[config.mk]
export PLATFORM = sky130hd
export DESIGN_NAME = shift_reg_seq_flat
export DESIGN_NICKNAME = d
export VERILOG_FILES = /design/src/rtl/shift_reg_seq_pkg.sv /design/src/rtl/shift_reg_seq_if.sv /design/src/rtl/shift_reg_seq_step.sv /design/src/rtl/shift_reg_seq.sv /design/src/flat_wrapper.sv
export SDC_FILE = /design/constraint.sdc
export NUM_CORES = 1
export LEC_CHECK = 0
export BUFFER_PORTS_ARGS = -buffer_cell sky130_fd_sc_hd__buf_2
export CAP_MARGIN = 20
export CORE_ASPECT_RATIO = 1.1
export CORE_UTILIZATION = 40
export DETAILED_ROUTE_END_ITERATION = 16
export MAX_ROUTING_LAYER = met4
export PLACE_DENSITY = 0.71
export REMOVE_ABC_BUFFERS = 1
export SYNTH_ARGS = -nofsm -noshare
export SYNTH_HDL_FRONTEND = slang
export SYNTH_SLANG_ARGS = --single-unit
[constraint.sdc]
create_clock -name clk -period 1.66 [get_ports clk]
set_input_delay 0.083 -clock clk [delete_from_list [all_inputs] [get_ports clk]]
set_output_delay 0.083 -clock clk [all_outputs]
set_load 0.02 [all_outputs]
[src/rtl/shift_reg_seq_pkg.sv]
// Shared types for the sequential universal shift register: shift modes and FSM states.
package shift_reg_pkg;

  typedef enum logic [1:0] {
    SHL = 2'b00,
    SHR = 2'b01,
    ASR = 2'b10,
    ROL = 2'b11
  } mode_e;

  typedef enum logic [1:0] {
    IDLE  = 2'b00,
    SHIFT = 2'b01,
    DONE  = 2'b10
  } state_e;

endpackage

[src/rtl/shift_reg_seq_if.sv]
// Control/data bundle between a sequencer (master) and the shift register (slave).
interface shift_reg_seq_if #(
  parameter int WIDTH = 8,
  parameter int CNT_W = $clog2(WIDTH) + 1
);
  logic [WIDTH-1:0] d_in;
  logic             ld;
  logic             start;
  logic [CNT_W-1:0] s_cnt;
  logic [1:0]       mode;
  logic             sl;
  logic             sr;
  logic             abort;
  logic [WIDTH-1:0] q;
  logic             busy;
  logic             done;

  modport master (
    output d_in, ld, start, s_cnt, mode, sl, sr, abort,
    input  q, busy, done
  );

  modport slave (
    input  d_in, ld, start, s_cnt, mode, sl, sr, abort,
    output q, busy, done
  );
endinterface

[src/rtl/shift_reg_seq_step.sv]
// Combinational single-bit shifter: one step of the selected mode with serial fill bits.
module shift_step
  import shift_reg_pkg::*;
#(
  parameter int WIDTH = 8
) (
  input  logic [WIDTH-1:0] q,
  input  mode_e            mode,
  input  logic             sl,
  input  logic             sr,
  output logic [WIDTH-1:0] q_next
);

  always_comb begin
    q_next = q;
    unique case (mode)
      SHL: q_next = {q[WIDTH-2:0], sl};
      SHR: q_next = {sr, q[WIDTH-1:1]};
      ASR: q_next = {q[WIDTH-1], q[WIDTH-1:1]};
      ROL: q_next = {q[WIDTH-2:0], q[WIDTH-1]};
      default: q_next = q;
    endcase
  end

endmodule

[src/rtl/shift_reg_seq.sv]
// Sequential universal shift register: parallel load, then N single-bit shifts in a latched
// mode under a start/busy/done handshake with abort.
module shift_reg_seq
  import shift_reg_pkg::*;
#(
  parameter int WIDTH = 8,
  parameter int CNT_W = $clog2(WIDTH) + 1
) (
  input  logic            clk,
  input  logic            rst,
  shift_reg_seq_if.slave  bus
);

  state_e           state_q, state_d;
  mode_e            mode_q, mode_d;
  logic [CNT_W-1:0] cnt_q, cnt_d;
  logic [WIDTH-1:0] q_q, q_d;
  logic [WIDTH-1:0] q_step;

  shift_step #(.WIDTH(WIDTH)) u_step (
    .q      (q_q),
    .mode   (mode_q),
    .sl     (bus.sl),
    .sr     (bus.sr),
    .q_next (q_step)
  );

  always_ff @(posedge clk) begin
    if (rst) begin
      state_q <= IDLE;
      mode_q  <= SHL;
      cnt_q   <= '0;
      q_q     <= '0;
    end else begin
      state_q <= state_d;
      mode_q  <= mode_d;
      cnt_q   <= cnt_d;
      q_q     <= q_d;
    end
  end

  always_comb begin
    state_d = state_q;
    mode_d  = mode_q;
    cnt_d   = cnt_q;
    q_d     = q_q;
    unique case (state_q)
      IDLE: begin
        // Load has priority; a coincident start is dropped, not deferred.
        if (bus.ld) begin
          q_d = bus.d_in;
        end else if (bus.start) begin
          mode_d  = mode_e'(bus.mode);
          cnt_d   = bus.s_cnt;
          state_d = (bus.s_cnt == '0) ? DONE : SHIFT;
        end
      end
      SHIFT: begin
        // Abort leaves q at the last completed shift and skips the done pulse.
        if (bus.abort) begin
          state_d = IDLE;
        end else begin
          q_d   = q_step;
          cnt_d = cnt_q - CNT_W'(1);
          if (cnt_q == CNT_W'(1)) state_d = DONE;
        end
      end
      DONE:    state_d = IDLE;
      default: state_d = IDLE;
    endcase
  end

  assign bus.q    = q_q;
  assign bus.busy = (state_q != IDLE);
  assign bus.done = (state_q == DONE);

endmodule

[src/flat_wrapper.sv]
// flat-port wrapper written by rule: the top's interface ports become plain ports
module shift_reg_seq_flat import shift_reg_pkg::*;
#(
  parameter int WIDTH = 8,
  parameter int CNT_W = $clog2(WIDTH) + 1
)
  (clk, rst, bus_d_in, bus_ld, bus_start, bus_s_cnt, bus_mode, bus_sl, bus_sr, bus_abort, bus_q, bus_busy, bus_done);
  shift_reg_seq_if #(.WIDTH(WIDTH), .CNT_W(CNT_W)) bus_i ();
  input  logic clk;
  input  logic rst;
  input wire logic [$bits(bus_i.d_in)-1:0] bus_d_in;
  input wire logic [$bits(bus_i.ld)-1:0] bus_ld;
  input wire logic [$bits(bus_i.start)-1:0] bus_start;
  input wire logic [$bits(bus_i.s_cnt)-1:0] bus_s_cnt;
  input wire logic [$bits(bus_i.mode)-1:0] bus_mode;
  input wire logic [$bits(bus_i.sl)-1:0] bus_sl;
  input wire logic [$bits(bus_i.sr)-1:0] bus_sr;
  input wire logic [$bits(bus_i.abort)-1:0] bus_abort;
  output wire logic [$bits(bus_i.q)-1:0] bus_q;
  output wire logic [$bits(bus_i.busy)-1:0] bus_busy;
  output wire logic [$bits(bus_i.done)-1:0] bus_done;
  assign bus_i.d_in = bus_d_in;
  assign bus_i.ld = bus_ld;
  assign bus_i.start = bus_start;
  assign bus_i.s_cnt = bus_s_cnt;
  assign bus_i.mode = bus_mode;
  assign bus_i.sl = bus_sl;
  assign bus_i.sr = bus_sr;
  assign bus_i.abort = bus_abort;
  assign bus_q = bus_i.q;
  assign bus_busy = bus_i.busy;
  assign bus_done = bus_i.done;
  shift_reg_seq #(.WIDTH(WIDTH), .CNT_W(CNT_W)) u_core (.clk(clk), .rst(rst), .bus(bus_i));
endmodule
==> flow_summary.toml, run 1 <==
[power]
power.internal_w = 0.000659
switching_power_w = 0.000289
netSwitchingFraction_pct = 30.5
combPwrFrac_pct = 25.3
total_power_w = 0.000949
leakagePower_nw = 0.508
vdd_drop_max_mv = 0.489
p_clk_share_pct = 27.5
powerDensity_nw_per_um2 = 798
pwr-share-seq_pct = 47.2

[drt]
final_antenna_net_count = 0
drtPass1Iterations = 4
vias = 937
wl_per_cell_um = 12.6
route.detailed.drc = 0
via_per_inst = 5.35
routed_wl_um = 2200
drt_iter0_markers = 14

[clock_tree]
clkLatencyLatePin_ps = 290
postCtsSetupBuffers = 0
postCtsHoldBufs = 0
htree_levels = 1
cts_tree = "yes"
numCtsBuffers = 3
cts_sinks = 16
clockRootBuffer = "clkbuf_4"
clk_path_buf_depth = 2
path_clk_slew_ps = 90

[sta]
fin_crit_ps = 1510
rsz0062_at_grt = "no"
period_share_pct = 91.2
worst_pin_slew_ps = 403
slew_headroom_pct = 73.1
hold_ws_ps = 29.5
finalMaxSlewViolations = 0
finalSetupViolations = 0
fmax_mhz = 661
hold_violations = 0
clock_skew_ps = 4.60

[worst_setup_path]
worstPathRequired_ps = 1890
r2r_cells = 4
crit_path_end_kind = "flop"
regToRegStartpoint = "u_core.state_q[1]$_SDFFE_PP0P_"
ff2ff_setup_slack_ps = 150
reg2reg_to = "u_core.bus.q[7]$_SDFFE_PP0P_"
critPathKind = "reg -> reg"
cp.arrival_ps = 1740
crit_fanout = 14
setup.worst_path.start_class = "flop"

[grt]
grt_pass1_wl_um = 3550
grt_busiest_layer = "met2"
overflow = 0
grt.met2_usage_pct = 34.3
gr-usage-all-layers_pct = 18.7
use_met1_pct = 20.4
first_global_vias = 861
antenna_found_initial = 0
grt_max_degree = 18
gr-usage-met3_pct = 2.59

[die]
die_x_um = 48.6
row_count = 18
die_area_um2 = 2590
start_util_pct = 42.4
core_um2 = 2250
die_y_um = 53.2
boundaryPins = 31

[hold_path]
whs_endpoint = "u_core.mode_q[1]$_SDFFE_PP0P_"
hp-start = "bus_mode[1]"
hold_class = "in -> reg"
holdPathStages = 3

[place]
place_hpwl_um = 1710
place_congestion = 0.837
port_buffers = 30
placedInstanceArea_um2 = 1150

[finish]
layout_common_cells = "buf_2 (30), nor2_1 (17), dfxtp_1 (16)"
nets = 169
fin_area_um2 = 1190
syn_to_final_growth_pct = 24.5
multiInputGateArea_um2 = 614
nFillCells = 241
layout-drive-gt1-share_pct = 31.0
final_common_cell = "buf_2"
regArea_um2 = 320
antenna_cells = 0

[synthesis]
synth_cells = 112
ys_seq_area_share_pct = 33.6
netlist_area_um2 = 955
yosysWarnings = 0
ys_types = 33
syn_avg_cell_area_um2 = 8.52
synth-main-ff-cell = "dfxtp_1"
ys_ff_latch = 16
async_flop_share_pct = 0
synth_edf_count = 0

[outcome]
status = "complete, no violations"

[run]
maxCapViolCount = 0
==> layer usage <==
| layer | up-vias | wire length (um) | share of wire, % |
|---|---|---|---|
| met5 | - | 0 | 0 |
| met4 | 0 | 34 | 1.5 |
| met3 | 5 | 103 | 4.7 |
| met2 | 25 | 1090 | 49 |
| met1 | 431 | 976 | 44 |
| li1 | 476 | - | - |
==> how the worst max path moves through the flow <==
| stage | startpoint | endpoint | slack (ps) | cells after the start |
|---|---|---|---|---|
| 2_1_floorplan | u_core.state_q[0]$_SDFFE_PP0P_ | u_core.cnt_q[2]$_SDFFE_PP0P_ | -200 | 4 |
| 3_3_place_gp | u_core.state_q[0]$_SDFFE_PP0P_ | u_core.bus.q[6]$_SDFFE_PP0P_ | 180 | 4 |
| 3_5_place_dp | u_core.state_q[0]$_SDFFE_PP0P_ | u_core.bus.q[6]$_SDFFE_PP0P_ | 70 | 4 |
| 4_1_cts | u_core.state_q[0]$_SDFFE_PP0P_ | u_core.bus.q[6]$_SDFFE_PP0P_ | 50 | 4 |
| 5_1_grt | u_core.state_q[1]$_SDFFE_PP0P_ | u_core.bus.q[7]$_SDFFE_PP0P_ | 60 | 4 |
| 6_report | u_core.state_q[1]$_SDFFE_PP0P_ | u_core.bus.q[7]$_SDFFE_PP0P_ | 150 | 4 |
==> power by group through the flow <==
stage               Combinational [W]  Clock, W  Sequential (W)
floorplan                    0.000137         0        0.000470
global placement             0.000234         0        0.000454
detailed placement           0.000241         0        0.000456
CTS                          0.000242  0.000264        0.000447
global route                 0.000263  0.000280        0.000454
finish                       0.000240  0.000261        0.000448
==> registers in the layout (all words and copies together) (netlist names) <==
register	cells
u_core.state_q	2
u_core.cnt_q	4
u_core.mode_q	2
u_core.bus.q	8
==> stage by stage <==
| stage | util, % | std cells | setup WS, ps | setup TNS (ps) |
|---|---|---|---|---|
| global placement | 50.9 | 171 | 185 | 0 |
| floorplan | - | 108 | -196 | -642 |
| CTS | 52.6 | 175 | 49.8 | 0 |
| finish | 52.8 | 175 | 147 | 0 |
| detailed placement | 50.9 | 171 | 68.8 | 0 |
| global route | 52.8 | 175 | 61.7 | 0 |
==> cells in the mapped netlist (2+ instances only) <==
cell type | number | area [um^2]
o21ba_2 | 2 | 20.0
mux2i_1 | 8 | 80.1
o211ai_1 | 2 | 15.0
dfxtp_1 | 16 | 320
nor3_1 | 3 | 15.0
nor2b_1 | 4 | 25.0
buf_2 | 2 | 10.0
o21ai_0 | 3 | 15.0
ha_1 | 2 | 25.0
nand2_1 | 5 | 18.8
or4_1 | 2 | 15.0
nand3_1 | 2 | 10.0
clkbuf_1 | 2 | 7.51
a21oi_1 | 15 | 75.1
inv_1 | 2 | 7.51
nor2_1 | 17 | 63.8
nor3b_1 | 2 | 15.0
a22o_1 | 8 | 70.1
==> cells by family after synthesis <==
logic type,share of synthesized area (%)
adders and majority gates,2.62
AOI/OAI and AO/OA,24.1
DFF,33.6
muxes,11.1
buffers and inverters,2.62
xor gates and xnor gates,1.70
and+or+nand+nor,24.2
==> area by class of cell <==
class | count | area share, %
Multi-Input combinational cell | 90 | 51.7
Sequential cell | 16 | 26.9
Timing Repair Buffer | 33 | 14.5
Tap cell | 30 | 3.16
Clock buffer | 4 | 3.05
Inverter | 2 | 0.632
==> repair_timing <==
item                                   4_1_cts  5_1_grt
setup endpoints to repair                    0        6
gates resized for setup                      0        1
endpoints found under the hold margin        0        0
==> worst max-delay path, stage by stage (launching register included) <==
cell and delay, ps:
dfxtp_1 570, nand2b_1 200, a221oi_2 40, or4_1 510
a21oi_1 130
Note: power is estimated with default switching activity, not from simulation.
==> run 2, diff against run 1 <==
Settings changed: CTS_BUF_LIST set to sky130_fd_sc_hd__clkbuf_2.
==> run 2 against run 1 <==
Against the previous run:
- flip-flop and latch count is the same
- first-iteration DRC count grew 21%
- die area is the same
- worst setup slack lost 9.3 ps
- critical path type unchanged
- wire length grew 0.36%
- sequential power is essentially flat
- total power shrank 9.0%
- count of clock-buffer cells in the layout shrank 1
- fmax shrank 0.61%
- clock skew grew 5.7 ps
- combinational power is essentially flat
- critical path depth is the same
==> flow_summary.toml, run 2 (synthesis results as in run 1) <==
[outcome]
status = "complete, no violations"

[worst_setup_path]
worstPathRequired_ps = 1890
cp.arrival_ps = 1750
critPathKind = "reg -> reg"
cpPeakStageDelay_ps = 590
crit_path_end_kind = "flop"
setup.worst_path.start_class = "flop"
slowest_stage = "dfxtp_1"
crit_fanout = 14
path_cells = "nand2b_1 > a221oi_2 > or4_1 > a21oi_1"

[finish]
fin_area_um2 = 1170
largest_reg_flops = 8
layout-drive-gt1-share_pct = 30.3
final_common_cell = "buf_2"
multiInputGateArea_um2 = 614
layout_common_cells = "buf_2 (30), nor2_1 (17), dfxtp_1 (16)"
syn_to_final_growth_pct = 22.7
nFillCells = 240
antenna_cells = 0
regArea_um2 = 320
nets = 169

[drt]
drtPass1Iterations = 4
routed_wl_um = 2210
drt_iter0_markers = 17
final_antenna_net_count = 0
wl_per_cell_um = 12.6
route.detailed.drc = 0
vias = 937
via_per_inst = 5.35

[power]
total_power_w = 0.000863
vdd_drop_max_mv = 0.474
leakagePower_nw = 0.501
powerDensity_nw_per_um2 = 737

[clock_tree]
clockRootBuffer = "clkbuf_2"
postCtsSetupBuffers = 0
numCtsBuffers = 3
cts_sinks = 16
clk_path_buf_depth = 2
postCtsHoldBufs = 0
post_cts_resized = 0
htree_levels = 1
path_clk_slew_ps = 140
cts_tree = "yes"
clkLatencyLatePin_ps = 290

[run]
maxCapViolCount = 0

[die]
die_y_um = 53.2
boundaryPins = 31
die_x_um = 48.6
core_um2 = 2250
die_area_um2 = 2590
row_count = 18
start_util_pct = 42.4

[place]
place_hpwl_um = 1710
port_buffers = 30
place_congestion = 0.837
placedInstanceArea_um2 = 1150

[grt]
gr-usage-all-layers_pct = 18.7
antenna_found_initial = 0
overflow = 0
first_global_vias = 861
grt_pass1_wl_um = 3550
grt_max_degree = 18

[sta]
rsz0062_at_grt = "no"
worst_pin_slew_ps = 400
finalSetupViolations = 0
finalMaxSlewViolations = 0
slew_headroom_pct = 73.3
clock_skew_ps = 10.3
fin_crit_ps = 1520
hold_violations = 0
fmax_mhz = 657
period_share_pct = 91.7

[hold_path]
hold_class = "in -> reg"
## run 2: cell count changes in the layout (fill, tap and decap cells not counted)
cell / previous run / this run
clkbuf_2: 0 / 3
clkbuf_4: 3 / 0
clkbuf_8: 1 / 0
clkinv_1: 0 / 1
## run 2: area by class of cell
class	instances	area share, %
multi-input cells	90	52.5
clock buffers	3	1.28
inverters	2	0.641
flip-flops and latches	16	27.4
well taps	30	3.21
clock inverters	1	0.321
repair buffers	33	14.7
## run 2: final timing paths
check / from / endpoint / cells past startpoint / slack (ps)
hold reg to reg: u_core.cnt_q[1]$_SDFFE_PP0P_ / u_core.cnt_q[1]$_SDFFE_PP0P_ / 2 / 490
setup reg to reg: u_core.state_q[1]$_SDFFE_PP0P_ / u_core.bus.q[7]$_SDFFE_PP0P_ / 4 / 140
setup / recovery: u_core.state_q[1]$_SDFFE_PP0P_ / u_core.bus.q[7]$_SDFFE_PP0P_ / 4 / 140
hold / removal: bus_mode[1] / u_core.mode_q[1]$_SDFFE_PP0P_ / 3 / 30
## run 2: per-layer routing
layer | share of wire [%] | track usage (%) | wire [um] | up-vias
met2 | 50 | 34.3 | 1090 | 25
li1 | - | - | - | 475
met4 | 1.4 | 8.82 | 31 | 0
met5 | 0 | - | 0 | -
met1 | 45 | 20.4 | 986 | 432
met3 | 4.4 | 2.59 | 97 | 5
## run 2: critical path: cells and delay by family (launching register included)
kind	cells	cell delay, ps
DFF	1	590
and+or+nand+nor	2	710
AOI/OAI and AO/OA	2	170
## run 2: per-stage QoR
| step | hold WS [ps] | TNS, ps | util (%) | std cells | worst slack, ps |
|---|---|---|---|---|---|
| 6_report | 29.4 | 0 | 52.0 | 175 | 137 |
| 2_1_floorplan | 152 | -642 | - | 108 | -196 |
| 5_1_grt | 19.1 | 0 | 52.0 | 175 | 50.7 |
| 4_1_cts | 20.5 | 0 | 51.8 | 175 | 39.8 |
| 3_3_place_gp | 321 | 0 | 50.9 | 171 | 185 |
| 3_5_place_dp | 333 | 0 | 50.9 | 171 | 68.8 |
## run 2: where the power goes
group,leakage (nW),internal (W),switching (W)
registers,0.131,0.000413,0.0000347
logic,0.355,0.000113,0.000128
clock network,0.0140,0.0000523,0.000122
total,0.501,0.000578,0.000285
==> run 3, diff against run 2 <==
Settings changed: SYNTH_HIERARCHICAL set to 1.
==> run 3 against run 2 <==
Against the previous run:
- via count fell by 4.4%
- sequential power barely moved
- hold slack lost 2.2 ps
- sequential share of layout area down 0.79 points
==> flow_summary.toml, run 3 <==
[outcome]
status = "complete, no violations"

[worst_setup_path]
critPathCapture = "u_core/bus.q[2]$_SDFFE_PP0P_"
ff2ff_setup_slack_ps = 200
critPathKind = "reg -> reg"
crit_path_end_kind = "flop"
r2r_cells = 4
crit_fanout = 6
reg2reg_to = "u_core/bus.q[2]$_SDFFE_PP0P_"
cp.arrival_ps = 1640
regToRegStartpoint = "u_core/mode_q[0]$_SDFFE_PP0P_"
setup.worst_path.start_class = "flop"
crit_start = "u_core/mode_q[0]$_SDFFE_PP0P_"
worstPathRequired_ps = 1830

[drt]
wl_per_cell_um = 11.6
final_antenna_net_count = 0
route.detailed.drc = 0
vias = 896
via_per_inst = 5.03
drt_iter0_markers = 17
drtPass1Iterations = 4
routed_wl_um = 2070

[grt]
gr-usage-all-layers_pct = 16.6
grt_max_degree = 17
antenna_found_initial = 0
first_global_vias = 738
overflow = 0
grt_pass1_wl_um = 3210

[die]
row_count = 18
core_um2 = 2250
die_area_um2 = 2580
boundaryPins = 31
die_y_um = 53.2
die_x_um = 48.6
start_util_pct = 42.3

[sta]
rsz0062_at_grt = "no"
fmax_mhz = 683
finalSetupViolations = 0
hold_ws_ps = 27.1
finalMaxSlewViolations = 0
slew_headroom_pct = 75.7
hold_violations = 0
fin_crit_ps = 1460
period_share_pct = 88.2
clock_skew_ps = 17.2
fin_ws_ps = 196
worst_pin_slew_ps = 364

[synthesis]
synth_edf_count = 0
syn_avg_cell_area_um2 = 8.51
yosysWarnings = 6
yosys.area.top_type = "dfxtp_1"
ys_types = 28
yosys-top-cells-count = "nand2_1 (20), dfxtp_1 (16), nor2_1 (15)"
synth-main-ff-cell = "dfxtp_1"
netlist_area_um2 = 953
synth_top_area_share_pct = 33.6
async_flop_share_pct = 0
ys_seq_area_share_pct = 33.6
synth.most_common_cell = "nand2_1"
synth_cells = 112
ys_ff_latch = 16
synth.top_cells.by_area = "dfxtp_1 (34%), mux2i_1 (8.4%), nand2_1 (7.9%)"

[clock_tree]
clkLatencyLatePin_ps = 290
cts_tree = "yes"
clk_path_buf_depth = 2
clockRootBuffer = "clkbuf_2"
htree_levels = 1
numCtsBuffers = 3
cts_sinks = 16
path_clk_slew_ps = 170

[finish]
nets = 172
antenna_cells = 0
syn_to_final_growth_pct = 26.5
layout_common_cells = "buf_2 (30), nand2_1 (20), dfxtp_1 (16)"
final_common_cell = "buf_2"
largest_reg_flops = 8
layout-drive-gt1-share_pct = 34.5

[power]
leakagePower_nw = 0.528
powerDensity_nw_per_um2 = 734
vdd_drop_max_mv = 0.483

[hold_path]
hold_class = "in -> reg"

[place]
port_buffers = 30
place_congestion = 0.837
pre_cts_slack_ps = -0.694
place_hpwl_um = 1510

[run]
maxCapViolCount = 0
run 3: cell count changes after synthesis, sizes merged, moves of 3 or more:
cell	previous run	this run
a21oi	15	6
a22o	8	0
nand2	5	20
nor2	18	15
mux2	2	6
a311oi	0	8
run 3: cell families after synthesis:
logic type               Yosys count  synth area share, %
AO/OA/AOI/OAI                     22                 17.1
XOR/XNOR                           1                 1.71
adder cells (fa/ha/maj)            2                 2.62
buffers and inverters              8                 3.41
flip-flops                        16                 33.6
multiplexers                      14                 15.5
AND/OR/NAND/NOR                   49                 26.1
run 3: what timing repair did:
item / in CTS / in global routing
hold buffers: 1 / 0
setup endpoints to repair: 0 / 0
gates resized for setup: 0 / 0
endpoints found under the hold margin: 1 / 0
setup buffers: 0 / 0
run 3: through the flow:
step	cells	area (um^2)	total power, W	util [%]	setup TNS [ps]
after floorplan	107	932	0.000611	-	-179
after global routing	178	1210	0.000946	53.6	0
after CTS	178	1210	0.000896	53.6	0
after global placement	173	1180	0.000706	52.3	0
after detailed placement	173	1180	0.000712	52.3	-0.694
final	178	1210	0.000885	53.6	0
run 3: worst min path at each step:
stage | slack, ps | depth (start not counted) | endpoint | startpoint
after floorplan | 150 | 1 | u_core/cnt_q[1]$_SDFFE_PP0P_ | rst
after global placement | 320 | 3 | u_core/mode_q[0]$_SDFFE_PP0P_ | bus_mode[0]
after detailed placement | 330 | 3 | u_core/mode_q[0]$_SDFFE_PP0P_ | bus_mode[0]
after CTS | 10 | 3 | u_core/bus.q[7]$_SDFFE_PP0P_ | bus_d_in[7]
after global routing | 3 | 3 | u_core/bus.q[4]$_SDFFE_PP0P_ | bus_d_in[4]
final | 30 | 3 | u_core/mode_q[1]$_SDFFE_PP0P_ | bus_mode[1]
run 3: layout make-up:
class,count,area [um^2]
repair buffers,37,218
flip-flops and latches,16,320
clock inverters,1,3.75
inverters,3,11.3
fillers,225,1050
multi-input cells,88,601
clock buffers,3,15.0
well taps,30,37.5
run 3: metal layers:
metal  global-route usage (%)  routed length [um]
met5                        -                   0
met4                     5.88                  18
met3                     2.01                  53
met2                     30.5                1040
met1                     19.0                 957
run 3: worst max-delay path, stage by stage (launching register included):
cell and delay [ps]:
dfxtp_1 480, xor2_2 350, mux2_2 380, nand2_1 60, a311oi_1 80
run 3: power by group:
group / switching [W] / total (W) / internal (W)
registers: 0.0000344 / 0.000450 / 0.000416
clock network: 0.000127 / 0.000179 / 0.0000524
logic: 0.000133 / 0.000256 / 0.000123
